<file path="src/rtl/pixel_frame_writer_if.sv">
// Pixel stream handshake: a beat transfers on valid & ready.
interface dstream #(
  parameter int W = 30
);
  logic [W-1:0] data;
  logic         valid;
  logic         ready;

  modport in  (input data, input valid, output ready);
  modport out (output data, output valid, input ready);
endinterface

</file>
<file path="src/rtl/pixel_frame_writer.sv">
// Frame-buffer sink: buffers the pixel stream in a 2-entry FIFO and writes it
// in raster order to a RAM write port, tracking col/row and completed frames.
module pixel_frame_writer #(
  parameter int W      = 30,
  parameter int WIDTH  = 320,
  parameter int HEIGHT = 240,
  parameter int ADDR_W = 17
) (
  input  logic                      clk,
  input  logic                      reset,
  dstream.in                        x,
  input  logic                      enable,
  output logic                      wr_en,
  output logic [ADDR_W-1:0]         wr_addr,
  output logic [W-1:0]              wr_data,
  input  logic                      wr_ready,
  output logic                      frame_done,
  output logic [15:0]               frame_count,
  output logic [$clog2(WIDTH)-1:0]  col,
  output logic [$clog2(HEIGHT)-1:0] row
);

  localparam int CW = $clog2(WIDTH);
  localparam int RW = $clog2(HEIGHT);
  localparam logic [CW-1:0] COL_LAST = CW'(WIDTH - 1);
  localparam logic [RW-1:0] ROW_LAST = RW'(HEIGHT - 1);

  typedef enum logic {IDLE, RUN} state_t;

  state_t       state;
  logic [1:0]   fill;
  logic         rd_ptr;
  logic         wr_ptr;
  logic [W-1:0] fifo_q [2];

  logic push;
  logic load;
  logic accept;
  logic last;

  // Upstream ready depends on registers only, so stalls never ripple combinationally.
  assign x.ready = (state == RUN) && (fill != 2'd2);
  assign push    = x.valid && x.ready;
  assign load    = (!wr_en || wr_ready) && (fill != 2'd0);
  assign accept  = wr_en && wr_ready;
  assign last    = accept && (col == COL_LAST) && (row == ROW_LAST);

  always_ff @(posedge clk) begin
    if (push) fifo_q[wr_ptr] <= x.data;
  end

  // FSM and FIFO bookkeeping; enable only matters in IDLE or on the last write.
  always_ff @(posedge clk or posedge reset) begin
    if (reset) begin
      state  <= IDLE;
      fill   <= 2'd0;
      rd_ptr <= 1'b0;
      wr_ptr <= 1'b0;
    end else begin
      case (state)
        IDLE: if (enable) state <= RUN;
        RUN:  if (last && !enable) state <= IDLE;
        default: state <= IDLE;
      endcase
      if (push) wr_ptr <= ~wr_ptr;
      if (load) rd_ptr <= ~rd_ptr;
      case ({push, load})
        2'b10:   fill <= fill + 2'd1;
        2'b01:   fill <= fill - 2'd1;
        default: fill <= fill;
      endcase
    end
  end

  // Output stage and raster position; the address tracks row*WIDTH+col incrementally.
  always_ff @(posedge clk or posedge reset) begin
    if (reset) begin
      wr_en       <= 1'b0;
      wr_data     <= '0;
      wr_addr     <= '0;
      col         <= '0;
      row         <= '0;
      frame_done  <= 1'b0;
      frame_count <= 16'd0;
    end else begin
      if (load) begin
        wr_en   <= 1'b1;
        wr_data <= fifo_q[rd_ptr];
      end else if (wr_ready) begin
        wr_en <= 1'b0;
      end
      frame_done <= last;
      if (accept) begin
        if (col == COL_LAST) begin
          col <= '0;
          if (row == ROW_LAST) begin
            row         <= '0;
            wr_addr     <= '0;
            frame_count <= frame_count + 16'd1;
          end else begin
            row     <= row + RW'(1);
            wr_addr <= wr_addr + ADDR_W'(1);
          end
        end else begin
          col     <= col + CW'(1);
          wr_addr <= wr_addr + ADDR_W'(1);
        end
      end
    end
  end

endmodule
</file>
<file path="src/flat_wrapper.sv">
// flat-port wrapper written by rule: the top's interface ports become plain ports
module pixel_frame_writer_flat 
#(
  parameter int W      = 30,
  parameter int WIDTH  = 320,
  parameter int HEIGHT = 240,
  parameter int ADDR_W = 17
)
  (clk, reset, enable, wr_en, wr_addr, wr_data, wr_ready, frame_done, frame_count, col, row, x_data, x_valid, x_ready);
  dstream #(.W(W)) x_i ();
  input  logic clk;
  input  logic reset;
  input  logic enable;
  output logic wr_en;
  output logic [ADDR_W-1:0] wr_addr;
  output logic [W-1:0] wr_data;
  input  logic wr_ready;
  output logic frame_done;
  output logic [15:0] frame_count;
  output logic [$clog2(WIDTH)-1:0] col;
  output logic [$clog2(HEIGHT)-1:0] row;
  input wire logic [$bits(x_i.data)-1:0] x_data;
  input wire logic [$bits(x_i.valid)-1:0] x_valid;
  output wire logic [$bits(x_i.ready)-1:0] x_ready;
  assign x_i.data = x_data;
  assign x_i.valid = x_valid;
  assign x_ready = x_i.ready;
  pixel_frame_writer #(.W(W), .WIDTH(WIDTH), .HEIGHT(HEIGHT), .ADDR_W(ADDR_W)) u_core (.clk(clk), .reset(reset), .x(x_i), .enable(enable), .wr_en(wr_en), .wr_addr(wr_addr), .wr_data(wr_data), .wr_ready(wr_ready), .frame_done(frame_done), .frame_count(frame_count), .col(col), .row(row));
endmodule
</file>
<file path="config.mk">
export PLATFORM = sky130hd
export DESIGN_NAME = pixel_frame_writer_flat
export DESIGN_NICKNAME = d
export VERILOG_FILES = /design/src/rtl/pixel_frame_writer_if.sv /design/src/rtl/pixel_frame_writer.sv /design/src/flat_wrapper.sv
export SDC_FILE = /design/constraint.sdc
export NUM_CORES = 1
export LEC_CHECK = 0
export CAP_MARGIN = 20
export CORE_MARGIN = 5
export CORE_UTILIZATION = 49
export CTS_CLUSTER_DIAMETER = 150
export DETAILED_ROUTE_END_ITERATION = 16
export GPL_ROUTABILITY_DRIVEN = 0
export PLACE_DENSITY = 0.8
export SLEW_MARGIN = 20
export SYNTH_ARGS = -nofsm -noshare
export SYNTH_HDL_FRONTEND = slang
export SYNTH_SLANG_ARGS = --single-unit
</file>
<file path="constraint.sdc">
create_clock -name clk -period 6.75 [get_ports clk]
set_input_delay 1.0125 -clock clk [delete_from_list [all_inputs] [get_ports clk]]
set_output_delay 1.0125 -clock clk [all_outputs]
set_load 0.02 [all_outputs]
</file>
==> impl_metrics.csv <==
group,metric,value,unit
timing,tightestPinTransition,941,ps
finish,area_delta_synth_final,32.1,%
route,drcViolationCount,0,
setup_path,worstPathRequired,7050,ps
finish,layout_common_cells,"clkdlybuf4s50_1 (117), dfrtp_1 (86), edfxtp_1 (60)",
synthesis,yosysSeqAreaShare,66.7,%
clock_tree,cts_root_buf,"clkbuf_16",
place,dp_slack,3290,ps
route,ant_nets,0,
setup_path,critical_path_arrival,3310,ps
route,wire_per_inst,17.3,µm
route,vias,4157,
timing,maxSlewViolCount,0,
floorplanning,core,12000,µm²
place,dp_hpwl,8630,µm
setup_path,r2r-start,"u_core.row[0]",
grt,antenna_found_initial,0,
clock_tree,post_cts_buffers,0,
route,routed_wl,12900,µm
synthesis,ys_ff_latch,147,
timing,skew,4.98,ps
clock_tree,clock-sinks,147,
timing,finalWorstSetupSlack,3750,ps
synthesis,synth.net_count,507,
clock_tree,clk_latency,420,ps
setup_path,crit_fanout,18,
min_path,hold_class,"register to register",
grt,grt_pass1_wl,21000,µm
timing,setup_viol,0,
clock_tree,cts_tree,"yes",
finish,fillers,857,
grt,grt_pass1_vias,4272,
timing,fin_crit_sh,44.5,%
synthesis,async_flop_share,59.2,%
synthesis,ys_types,42,
setup_path,cp-start-kind,"input pin",
timing,rsz0062_at_grt,"no",
power,leakage,3.19,nW
finish,diodes,0,
timing,tns,0,ps
timing,maxSlewHeadroom,37.2,%
route,dr.pass1.iters,4,
setup_path,cp-startpoint,"wr_ready",
power,power,3.22,mW
floorplanning,die_y,120,µm
grt,grt_max_degree,63,
finish,drive_above_1_share,7.48,%
synthesis,syn_area,5960,µm²
clock_tree,ctsHoldBuffers,0,
synthesis,syn_inst,467,
timing,fin_hold_ws,500,ps
run,cap_viol_max_count,0,
floorplanning,die_w,120,µm
floorplanning,start_util,49.8,%
synthesis,synth-edff-count,60,
min_path,hold_path_startpoint,"u_core.fill[1]",
synthesis,avgSynthCellArea,12.8,µm²
clock_tree,cts_buffer_depth,2,
synthesis,synth_warnings,0,
finish,nets,629,
clock_tree,ctsResizeCount,0,
floorplanning,fp-row-count,40,
setup_path,endpoint_kind,"register",
route,drt_iter0_markers,350,
grt,grt_util_all_layers,18.7,%
route,vias_per_cell,5.55,
timing,hold_viol,0,
timing,max_clock_freq,0.333,GHz
power,ir_worst_vdd,0.257,mV
clock_tree,htree_levels,4,
finish,mostFrequentLayoutCell,"clkdlybuf4s50_1",
power,power_density,409,nW/µm²
clock_tree,clk_pin_slew,60,ps
floorplanning,io_pins,118,
setup_path,crit_type,"input pin to register",
grt,grt_overflow,0,
outcome,status,"finished clean",
timing,period_needed,3000,ps
place,numPortBuffers,117,
synthesis,synth_ff_type,"dfrtp_1",
clock_tree,cts-buffers-inserted,17,
floorplanning,die-area,14500,µm²
synth_stat cells (all sizes together), types with 2 or more instances:
cell type	n	share of area, %
dfrtp	87	37
edfxtp	60	30
nor2	51	3.3
a21oi	37	3.1
mux2i	30	5.0
nand2	27	1.7
nand3	22	1.8
xor2	20	2.9
xnor2	18	2.6
clkbuf	12	0.76
nor3	12	1.2
o21ai	12	1.0
inv	9	0.57
nand4	9	1.0
nor4	8	0.84
and3	7	0.73
and4	6	0.88
buf	5	0.59
ha	5	1.0
or3	5	0.52
a21o	4	0.50
o31ai	3	0.38
or4	3	0.38
mux2	2	0.38
nand2b	2	0.21
power breakdown:
| part | total, mW | internal [mW] | leakage, nW | switching [mW] |
|---|---|---|---|---|
| Sequential | 1.38 | 1.17 | 1.63 | 0.204 |
| Combinational | 0.900 | 0.421 | 1.27 | 0.479 |
| Clock | 0.943 | 0.580 | 0.279 | 0.363 |
final timing paths:
kind	cells past startpoint	slack, ps	endpoint
setup / recovery	5	3750	u_core.frame_count[1]
hold / removal	1	500	u_core.fill[1]
setup reg to reg	5	4340	u_core.frame_count[1]
hold reg to reg	1	500	u_core.fill[1]
max in group asynchronous	3	4640	u_core.rd_ptr
min in group asynchronous	2	1000	u_core.col[1]
through the flow:
| stage | util, % | std cells | area (µm²) |
|---|---|---|---|
| floorplan | - | 467 | 5960 |
| global placement | 60.9 | 717 | 7280 |
| detailed placement | 60.9 | 717 | 7280 |
| CTS | 65.8 | 749 | 7880 |
| global route | 65.8 | 749 | 7880 |
| finish | 65.8 | 749 | 7880 |
metal layers:
layer	up-vias	routed length [µm]	track usage, %
li1	1932	-	-
met1	2039	5360	22.9
met2	168	6330	30.4
met3	18	1010	6.08
met4	0	232	8.07
met5	-	0	0
worst max-delay path, stage by stage:
cell,delay [ps]
clkdlybuf4s50_1,670
and3_1,300
nand4_2,260
nor2_2,650
mux2_2,410
kinds of logic after synthesis:
logic type	count (synthesis)	synth area share [%]
DFF	147	66.7
AOI/OAI and AO/OA	60	5.56
buffers and inverters	26	1.91
xor gates and xnor gates	38	5.58
muxes	32	5.41
and+or+nand+nor	159	13.7
adders and majority gates	5	1.05
area by class of cell:
type	instances	area [µm²]	share of cell area (%)
tap	147	184	2.34
clock buffer	19	433	5.50
sequential	147	3980	50.5
clock inverter	13	161	2.05
timing repair buffer	120	1190	15.2
multi-input combinational	294	1890	24.0
inverter	9	35.0	0.445
state kept, by name (all words and copies together) (netlist names):
signal	flops
u_core.frame_count	16
u_core.col	9
u_core.wr_ptr	1
u_core.state	1
u_core.fifo_q	60
u_core.wr_en	1
u_core.wr_addr	17
u_core.fill	2
u_core.rd_ptr	1
u_core.row	8
u_core.wr_data	30
u_core.frame_done	1
(Power assumes the default switching activity.)
